**src/rtl/io_map_pkg.sv**
```systemverilog
// Shared address map and bit layout for the memory-mapped KEY/SW input window.
// Also provides the register decoder used by the controller's read mux and write logic.
package io_map_pkg;

  localparam logic [15:0] ADDR_KDATA = 16'hFFF0;
  localparam logic [15:0] ADDR_SDATA = 16'hFFF2;
  localparam logic [15:0] ADDR_KCTRL = 16'hFFF4;
  localparam logic [15:0] ADDR_SCTRL = 16'hFFF6;

  localparam int KRDY_LSB = 0;
  localparam int KOVR_LSB = 4;
  localparam int SRDY_BIT = 0;
  localparam int SOVR_BIT = 1;

  localparam logic [3:0] KEY_IDLE = 4'hF;

  typedef enum logic [2:0] {
    SEL_NONE,
    SEL_KDATA,
    SEL_SDATA,
    SEL_KCTRL,
    SEL_SCTRL
  } reg_sel_e;

  function automatic reg_sel_e decode(input logic [15:0] addr);
    case (addr)
      ADDR_KDATA: return SEL_KDATA;
      ADDR_SDATA: return SEL_SDATA;
      ADDR_KCTRL: return SEL_KCTRL;
      ADDR_SCTRL: return SEL_SCTRL;
      default:    return SEL_NONE;
    endcase
  endfunction

endpackage

```
**src/rtl/io_debounce.sv**
```systemverilog
// One-bit two-flop synchroniser followed by a counting debouncer.
// rise/fall are high during the cycle whose closing edge updates level.
module io_debounce #(
  parameter int   DEBCYC  = 500000,
  parameter int   CBITS   = 19,
  parameter logic RST_VAL = 1'b0
) (
  input  logic clk,
  input  logic rst_n,
  input  logic din,
  output logic level,
  output logic rise,
  output logic fall
);

  logic             sync1;
  logic             sync2;
  logic [CBITS-1:0] cnt;
  logic             settle;

  assign settle = (sync2 != level) && (cnt == CBITS'(DEBCYC - 1));
  assign rise   = settle & sync2;
  assign fall   = settle & ~sync2;

  // NOTE: every flop here uses <= so all state samples pre-edge values; blocking
  // assignments would let sync2 see this edge's sync1 and collapse the synchroniser.
  always_ff @(posedge clk or negedge rst_n) begin
    if (!rst_n) begin
      sync1 <= RST_VAL;
      sync2 <= RST_VAL;
      level <= RST_VAL;
      cnt   <= '0;
    end else begin
      sync1 <= din;
      sync2 <= sync1;
      if (sync2 == level || settle) begin
        cnt <= '0;
      end else begin
        cnt <= cnt + CBITS'(1);
      end
      if (settle) begin
        level <= sync2;
      end
    end
  end

endmodule

```
**src/rtl/io_keysw_ctrl.sv**
```systemverilog
// Memory-mapped KEY/SW input controller: debounced data registers plus sticky
// write-1-to-clear RDY/OVR event status, read combinationally at 0xFFF0-0xFFF6.
module io_keysw_ctrl #(
  parameter int DBITS  = 16,
  parameter int DEBCYC = 500000,
  parameter int CBITS  = 19
) (
  input  logic             CLK,
  input  logic             RSTN,
  input  logic [15:0]      ADDR,
  input  logic [DBITS-1:0] WRDATA,
  input  logic             WE,
  output logic [DBITS-1:0] RDDATA,
  output logic             HIT,
  input  logic [3:0]       KEY,
  input  logic [9:0]       SW
);
  import io_map_pkg::*;

  logic [3:0] key_db, key_fall, key_rise_unused;
  logic [9:0] sw_db, sw_rise, sw_fall;

  for (genvar i = 0; i < 4; i++) begin : g_key
    io_debounce #(.DEBCYC(DEBCYC), .CBITS(CBITS), .RST_VAL(KEY_IDLE[i])) u_db (
      .clk(CLK), .rst_n(RSTN), .din(KEY[i]),
      .level(key_db[i]), .rise(key_rise_unused[i]), .fall(key_fall[i])
    );
  end

  for (genvar i = 0; i < 10; i++) begin : g_sw
    io_debounce #(.DEBCYC(DEBCYC), .CBITS(CBITS), .RST_VAL(1'b0)) u_db (
      .clk(CLK), .rst_n(RSTN), .din(SW[i]),
      .level(sw_db[i]), .rise(sw_rise[i]), .fall(sw_fall[i])
    );
  end

  reg_sel_e   sel;
  logic [3:0] krdy, kovr, krdy_clr, kovr_clr, krdy_keep;
  logic       srdy, sovr, srdy_clr, sovr_clr, srdy_keep, sw_event;
  logic       unused_wrdata;

  assign sel      = decode(ADDR);
  assign krdy_clr = (WE && sel == SEL_KCTRL) ? WRDATA[KRDY_LSB +: 4] : 4'h0;
  assign kovr_clr = (WE && sel == SEL_KCTRL) ? WRDATA[KOVR_LSB +: 4] : 4'h0;
  assign srdy_clr = WE && sel == SEL_SCTRL && WRDATA[SRDY_BIT];
  assign sovr_clr = WE && sel == SEL_SCTRL && WRDATA[SOVR_BIT];
  assign sw_event = |(sw_rise | sw_fall);
  assign unused_wrdata = ^WRDATA[DBITS-1:8];

  // Overrun looks at RDY only after this edge's clear, so a press landing on
  // its own W1C re-arms RDY without flagging an overrun; sets beat clears.
  assign krdy_keep = krdy & ~krdy_clr;
  assign srdy_keep = srdy & ~srdy_clr;

  always_ff @(posedge CLK or negedge RSTN) begin
    if (!RSTN) begin
      krdy <= '0;
      kovr <= '0;
      srdy <= 1'b0;
      sovr <= 1'b0;
    end else begin
      krdy <= krdy_keep | key_fall;
      kovr <= (kovr & ~kovr_clr) | (key_fall & krdy_keep);
      srdy <= srdy_keep | sw_event;
      sovr <= (sovr & ~sovr_clr) | (sw_event & srdy_keep);
    end
  end

  // NOTE: both outputs get a default before the case so no path leaves them
  // unassigned, which would otherwise infer latches.
  always_comb begin
    RDDATA = '0;
    HIT    = 1'b1;
    case (sel)
      SEL_KDATA: RDDATA[3:0] = key_db;
      SEL_SDATA: RDDATA[9:0] = sw_db;
      SEL_KCTRL: RDDATA[7:0] = {kovr, krdy};
      SEL_SCTRL: RDDATA[1:0] = {sovr, srdy};
      default:   HIT = 1'b0;
    endcase
  end

endmodule

```
**config.mk**
```make
export PLATFORM = sky130hd
export DESIGN_NAME = io_keysw_ctrl
export DESIGN_NICKNAME = d
export VERILOG_FILES = /design/src/rtl/io_map_pkg.sv /design/src/rtl/io_debounce.sv /design/src/rtl/io_keysw_ctrl.sv
export SDC_FILE = /design/constraint.sdc
export NUM_CORES = 1
export LEC_CHECK = 0
export ABC_CLOCK_PERIOD_IN_PS = 3000
export CAP_MARGIN = 15
export CELL_PAD_IN_SITES_DETAIL_PLACEMENT = 1
export CELL_PAD_IN_SITES_GLOBAL_PLACEMENT = 1
export CORE_UTILIZATION = 51
export DETAILED_ROUTE_END_ITERATION = 16
export DONT_BUFFER_PORTS = 1
export HOLD_SLACK_MARGIN = 0.05
export PLACE_DENSITY = 0.84
export REMOVE_ABC_BUFFERS = 1
export SLEW_MARGIN = 10
export SYNTH_ARGS = -nofsm -noshare
export SYNTH_HDL_FRONTEND = slang
export SYNTH_SLANG_ARGS = --single-unit
```
**constraint.sdc**
```tcl
create_clock -name CLK -period 3 [get_ports CLK]
set_clock_uncertainty 0.15 [all_clocks]
set_input_delay 0.6 -clock CLK [delete_from_list [all_inputs] [get_ports CLK]]
set_output_delay 0.6 -clock CLK [all_outputs]
set_load 0.005 [all_outputs]
```
==> results of run 1 <==
==> layout make-up <==
class | count | area, µm² | area share [%]
tap | 384 | 480 | 2.93
sequential | 318 | 7970 | 48.7
clock buffer | 53 | 1040 | 6.37
timing repair buffer | 22 | 200 | 1.22
multi-input combinational | 1091 | 6530 | 39.9
inverter | 24 | 90.1 | 0.550
clock inverter | 10 | 61.3 | 0.374
==> worst min path at each step <==
stage / to / slack [ns]
finish: g_sw[1].u_db.cnt[14] / -0.35
global route: g_sw[1].u_db.cnt[14] / -0.37
CTS: g_key[0].u_db.cnt[13] / -0.39
detailed placement: g_sw[1].u_db.cnt[14] / 0.17
global placement: g_sw[1].u_db.cnt[14] / 0.17
floorplan: g_key[0].u_db.cnt[0] / 0.15
==> synth_stat cells, types with 2 or more instances <==
cell type	n	area (µm²)
nor2b_1	5	31.3
nand3b_1	5	37.5
nor4_1	15	93.8
nor3_1	15	75.1
mux2i_1	2	20.0
or4_1	3	22.5
nor2_1	327	1230
xnor2_1	99	867
mux2_2	14	158
a22oi_1	4	30.0
nor4bb_1	2	20.0
or4b_1	4	40.0
dfstp_2	12	315
buf_2	13	65.1
buf_6	3	33.8
clkbuf_1	6	22.5
buf_4	14	105
or2_1	4	25.0
or3_1	8	50.1
nand2_1	121	454
inv_1	24	90.1
nand3_1	97	485
nor3b_1	2	15.0
dfrtp_1	306	7660
and2_1	16	100
nor4_2	3	37.5
and4_1	18	158
and3_1	52	325
or2_2	9	56.3
o21ai_0	8	40.0
mux4_2	2	45.0
o21ai_1	5	25.0
and2b_2	2	17.5
xor2_1	148	1300
nor4b_1	10	87.6
a21oi_1	7	35.0
nand4_1	48	300
ha_1	14	175
nand4b_1	7	61.3
==> stage by stage <==
stage / cell area, µm² / worst slack [ns] / cells / total power, µW / hold slack (ns)
6_report: 16400 / 0.0416 / 1902 / 8760 / -0.354
5_1_grt: 16400 / 0.0385 / 1902 / 9060 / -0.372
2_1_floorplan: 14600 / 0.328 / 1433 / 4620 / 0.154
4_1_cts: 16400 / 0.0513 / 1902 / 8870 / -0.385
3_5_place_dp: 15100 / 0.0654 / 1825 / 4680 / 0.167
3_3_place_gp: 15100 / 0.257 / 1825 / 4660 / 0.170
==> sequential cells by signal, indices dropped and copies added (netlist names) <==
signal	cells
g_key.u_db.sync2	4
sovr	1
g_key.u_db.level	4
srdy	1
g_sw.u_db.cnt	190
g_sw.u_db.sync1	10
g_sw.u_db.level	10
g_sw.u_db.sync2	10
kovr	4
krdy	4
g_key.u_db.sync1	4
g_key.u_db.cnt	76
==> cells by family (layout without fill, tap and decap cells) <==
logic type | count (synthesis) | in the layout
buf+inv | 62 | 109
compound gates | 27 | 27
mux | 18 | 18
flops | 318 | 318
xor+xnor | 247 | 247
simple gates | 779 | 779
fa+ha+maj | 14 | 14
other cells | 1 | 6
==> metal layers <==
metal / share of wire (%) / vias up / routed length [µm]
li1: - / 4942 / -
met1: 43 / 5350 / 14500
met2: 51 / 133 / 17300
met3: 3.4 / 46 / 1130
met4: 1.9 / 0 / 645
met5: 0 / - / 0
==> power by group <==
| part | leakage [µW] | total, µW | switching, µW | internal [µW] |
|---|---|---|---|---|
| combinational | 0.00229 | 199 | 122 | 77.3 |
| sequential | 0.00429 | 4420 | 62.6 | 4360 |
| clock | 0.000554 | 4140 | 1730 | 2410 |
==> worst max-delay path: cells and delay by family <==
family	cells	cell delay, ns
buffers and inverters	2	0.30
AND/OR/NAND/NOR	4	1.29
==> parameters.txt, run 1 <==
Parameter                              Value

Cells and area
  Layout cell share with drive strength beyond 1 ... 7.05%
  Area Overhead vs Synth ... 10.4%
  Number of nets in the finished design ... 1555
  Count of fill cells added during filler insertion ... 3080
  Most common cell after layout, fill and taps aside ... nor2_1
  Utilization of the core after routing ... between 50% and 60%
  Commonest non-fill, non-tap cells in the layout ... nor2_1 (327), dfrtp_1 (306), xor2_1 (148)
  Number of diodes ... 0

Critical path
  Depth of the worst register-to-register path ... 5
  R2R Setup Slk ... ~0.49 ns
  Endpoint kind of the worst setup timing path ... output port
  Start point of the critical path ... ADDR[0]
  Largest fanout of any net on the critical path ... 4
  Max stage delay on crit path ... between 0.5 and 0.6 ns
  Required time at the worst-slack endpoint ... 2.25 ns
  Critical Path Source Type ... primary input
  Sequence of cells on the critical path ... or2_0, or4_1, inv_1, nand2_1, nor3b_1, buf_4
  Capturing point of the worst reg2reg path ... g_key[1].u_db.cnt[10]
  Worst setup path category ... in -> out
  Arrival time at the worst endpoint ... 2.21 ns
  Last element of the critical path ... RDDATA[9]
  Origin of the critical flop-to-flop path ... g_key[1].u_db.cnt[7]
  Critical path's slowest cell ... or4_1

Drt
  DRC violation count after routing ... 0
  Initial DRC Count ... 489
  Via/cell ratio ... 5.51
  Count of nets left with antenna violations after detail routing ... 0
  Avg WL per Cell ... 17.7 µm
  Detailed-route wire length ... 33600 µm
  Total via count after detailed routing ... between 10000 and 15000
  Pre-Repair DR Iteration Count ... 4

Logic synthesis
  Predominant post-synthesis flop cell ... dfrtp_1
  Share of the synthesized area in compound gates (AO/OA/AOI/OAI) ... under 10%
  Number of enable-type register cells in the synthesized netlist ... 0
  Adder and majority gate portion of the synthesized area ... 1.18%
  Fraction of synthesized area in multiplexers ... 1.50%
  Number of distinct standard cells referenced by the synthesized netlist ... 51
  Number of instances in the synthesized netlist ... 1466
  Async S/R FF share, synth ... 100%
  Post-synthesis sequential area ratio ... 53.7%
  Dominant combinational cell family by area after synthesis ... simple AND/OR/NAND/NOR gates
  Post-synthesis instance area ... 14800 µm²
  Simple-gate share of the synthesized area ... around 26%
  Syn. warnings ... 0
  XOR/XNOR Fraction of Synth Area ... 14.6%
  Mean post-synth cell area ... 10.1 µm²
  Post-synthesis sequential element count ... 318

STA
  Slew of the pin with the lowest slew margin ... 0.723 ns
  Setup TNS after final layout ... 0 ns
  Number of hold violations in the final report ... between 300 and 400
  Worst rel slew slack ... 51.5%
  Setup repair after global routing missed its margin ... false
  Worst hold margin ... -0.354 ns
  Number of slew-limit violations in the final report ... 0
  Highest clock rate ... 0.338 GHz
  Part of the cycle the worst path needs ... 98.6%
  Fin crit period ... about 3.0 ns
  Setup Viol. Count Final ... 0

Clocking
  Count of cells resized by post-cts repair ... 0
  Clock transition at the registers of the reported paths ... 0.06 ns
  Deepest clock path buffer count ... 3
  Count of buffers added by post-CTS timing repair for setup ... 0
  TritonCTS buffer count ... 35
  Master cell of the clock root buffer ... clkbuf_16
  Level count of the clock H-tree ... 2
  Insertion delay to the later sink of the worst-skew pair ... 0.53 ns
  Clock sink count ... between 300 and 400
  CTS tree ... built
  Number of buffers added to fix hold violations after cts ... 14

Hold path
  Hold WC Path Type ... in -> async

Global route
  Global-route usage over all layers ... roughly a quarter
  Met1 track demand over resource ... 29.7%
  Number of global-route vias before repair ... 11600
  Maximum number of pins on one net before global-route repair ... 319
  Met3 GRT Util ... 3.96%
  First-pass GRT wire length ... 57800 µm
  Overflow after GRT ... 0
  GR Layer Usage met2 ... ~42%
  Number of antenna violations at the first check in global routing ... 0
  Top Usage Layer GRT ... met2

Pwr
  Power density over the cells ... between 500 and 600 nW/µm²
  Worst vdd rail ir drop ... 0.399 mV
  Reported leakage power ... 0.00714 µW

Die
  Core Area ... 28600 µm²
  I/O pin count ... 66
  Floorplan die area ... approximately 30000 µm²
  Die W ... 173 µm
  Die height ... 173 µm
  Std-Cell Rows ... 62
  Effective utilization at floorplan ... between 50 and 60%

Place
  Hpwl dp ... ~22000 µm
  Number of buffers inserted by port buffering ... 0
  Routability cong. ... 0.787

Status
  Violated checks ... negative hold slack
  Run status ... complete, but fails checks

Job
  Number of maximum-capacitance constraint violations ... 0
No activity file was read; power rests on OpenSTA's default activity.
==> run 2, diff against run 1 <==
ABC_CLOCK_PERIOD_IN_PS = not set   (was 3000)
GPL_ROUTABILITY_DRIVEN = 0   (was not set)
==> results of run 2 <==
Same layout as run 1: the final DEF is identical, and so are final timing and power.
==> run 3, diff against run 2 <==
CTS_CLUSTER_DIAMETER = 200   (was not set)
SKIP_CTS_REPAIR_TIMING = 1   (was not set)
==> parameters.txt, run 3 (same netlist as run 1, synthesis figures left out) <==
Parameter                              Value

Critical path
  Start point of the critical path ... ADDR[0]
  R2R Setup Slk ... 0.51 ns (+0.02 ns)
  Last element of the critical path ... RDDATA[9]
  Required time at the worst-slack endpoint ... 2.25 ns (about the same)
  Capturing point of the worst reg2reg path ... g_key[1].u_db.cnt[10]
  Endpoint kind of the worst setup timing path ... output port
  Origin of the critical flop-to-flop path ... g_key[1].u_db.cnt[7]
  Depth of the worst register-to-register path ... 5 (unchanged)
  Largest fanout of any net on the critical path ... 4 (unchanged)
  Arrival time at the worst endpoint ... 2.23 ns (+0.02 ns)
  Critical Path Source Type ... primary input
  Worst setup path category ... in -> out

Global route
  First-pass GRT wire length ... 57400 µm (-0.84%)
  Global-route usage over all layers ... 23.3% (-0.21 points)
  Number of antenna violations at the first check in global routing ... 0 (unchanged)
  Number of global-route vias before repair ... 11500 (-0.71%)
  Maximum number of pins on one net before global-route repair ... 319 (unchanged)
  Overflow after GRT ... 0 (unchanged)

STA
  Worst rel slew slack ... 45.1% (-6.4 points)
  Setup TNS after final layout ... 0 ns (unchanged)
  Number of hold violations in the final report ... 309 (unchanged)
  Highest clock rate ... 0.336 GHz (-0.72%)
  Number of slew-limit violations in the final report ... 0 (unchanged)
  Setup repair after global routing missed its margin ... false
  Setup Viol. Count Final ... 0 (unchanged)
  Slew of the pin with the lowest slew margin ... 0.824 ns (+0.101 ns)
  Worst hold margin ... -0.352 ns (+0.00142 ns)
  Setup WS post-layout ... 0.0203 ns (-0.0213 ns)
  Fin crit period ... 2.98 ns (+0.0213 ns)
  Part of the cycle the worst path needs ... 99.3% (+0.71 points)

Pwr
  Reported leakage power ... 0.00714 µW (unchanged)
  Part of the power in the clock network ... 47.2% (about the same)
  Switching power ... 1910 µW (about the same)
  Total power draw ... 8760 µW (about the same)
  Switching part of the total power ... 21.8% (about the same)
  Part of the power in combinational logic ... 2.3% (about the same)
  Worst vdd rail ir drop ... 0.397 mV (-0.59%)
  Internal cell power ... 6850 µW (about the same)
  Reg power frac ... 50.5% (about the same)
  Power density over the cells ... 535 nW/µm² (about the same)

Cells and area
  Layout cell share with drive strength beyond 1 ... 7.05% (unchanged)
  Number of nets in the finished design ... 1555 (unchanged)
  Number of diodes ... 0 (unchanged)
  Commonest non-fill, non-tap cells in the layout ... nor2_1 (327), dfrtp_1 (306), xor2_1 (148)
  Area Overhead vs Synth ... 10.4% (unchanged)
  Most common cell after layout, fill and taps aside ... nor2_1
  Flip-flop count of the largest register, all copies and words added ... 190 (unchanged)
  Register with the most flip-flops ... g_sw.u_db.cnt
  Largest regs ... g_sw.u_db.cnt (190), g_key.u_db.cnt (76)

Drt
  Avg WL per Cell ... 17.7 µm (+0.13%)
  DRC violation count after routing ... 0 (unchanged)
  Via/cell ratio ... 5.51 (+0.12%)
  Initial DRC Count ... 566 (+16%)
  Detailed-route wire length ... 33600 µm (+0.13%)
  Count of nets left with antenna violations after detail routing ... 0 (unchanged)
  Pre-Repair DR Iteration Count ... 4 (unchanged)
  Total via count after detailed routing ... 10500 (+0.12%)

Clocking
  Insertion delay to the later sink of the worst-skew pair ... 0.52 ns (about the same)
  Master cell of the clock root buffer ... clkbuf_16
  CTS tree ... built
  Clock transition at the registers of the reported paths ... 0.06 ns (about the same)
  Deepest clock path buffer count ... 3 (unchanged)
  Level count of the clock H-tree ... 2 (unchanged)
  Clock sink count ... 318 (unchanged)
  TritonCTS buffer count ... 35 (unchanged)

Die
  Die W ... 173 µm (unchanged)
  Std-Cell Rows ... 62 (unchanged)
  I/O pin count ... 66 (unchanged)
  Core Area ... 28600 µm² (unchanged)
  Effective utilization at floorplan ... 51.8% (unchanged)
  Floorplan die area ... 29800 µm² (unchanged)
  Die height ... 173 µm (unchanged)

Hold path
  Hold WC Path Type ... in -> async

Status
  Violated checks ... negative hold slack
  Run status ... complete, but fails checks

Place
  Hpwl dp ... 21600 µm (unchanged)
  Worst setup timing slack at the placement stage ... 0.0654 ns (unchanged)
  Number of buffers inserted by port buffering ... 0 (unchanged)

Job
  Number of maximum-capacitance constraint violations ... 0 (unchanged)
run 3: cell counts in the layout (fill, tap and decap cells not counted):
No cell type changed its count.
run 3: through the flow:
step | hold slack [ns] | instances | instance area, µm² | util (%)
floorplan | 0.154 | 1433 | 14600 | -
global placement | 0.170 | 1825 | 15100 | 52.9
detailed placement | 0.167 | 1825 | 15100 | 52.9
CTS | -0.385 | 1888 | 16200 | 56.7
global route | -0.372 | 1902 | 16400 | 57.2
finish | -0.352 | 1902 | 16400 | 57.2
run 3: critical path: stages:
cell and delay (ns):
or2_0 0.19, or4_1 0.59, inv_1 0.11, nand2_1 0.18, nor3b_1 0.36, buf_4 0.19
run 3: final cells by class:
class	count	area [µm²]
clock buffers	53	1040
fillers	3083	12300
flip-flops and latches	318	7970
multi-input cells	1091	6530
inverters	24	90.1
well taps	384	480
repair buffers	22	200
clock inverters	10	61.3
run 3: per-layer routing:
layer / wire length, µm / global-route usage, %
met1: 14400 / 29.2
met2: 17400 / 41.3
met3: 1240 / 4.05
met4: 617 / 6.29
met5: 0 / 0
run 3: worst min-delay path by stage:
stage | startpoint | endpoint | slack, ns | cells after the start
2_1_floorplan | RSTN | g_key[0].u_db.cnt[0] | 0.15 | 0
3_3_place_gp | RSTN | g_sw[1].u_db.cnt[14] | 0.17 | 0
3_5_place_dp | RSTN | g_sw[1].u_db.cnt[14] | 0.17 | 0
4_1_cts | RSTN | g_key[0].u_db.cnt[13] | -0.39 | 0
5_1_grt | RSTN | g_sw[1].u_db.cnt[14] | -0.37 | 0
6_report | RSTN | g_sw[1].u_db.cnt[14] | -0.35 | 0
run 3: power groups by stage:
stage	clock [µW]	sequential [µW]	combinational, µW
after CTS	4240	4420	187
after global routing	4400	4430	231
after floorplan	0	4480	137
after detailed placement	0	4500	183
after global placement	0	4490	170
final	4140	4420	199
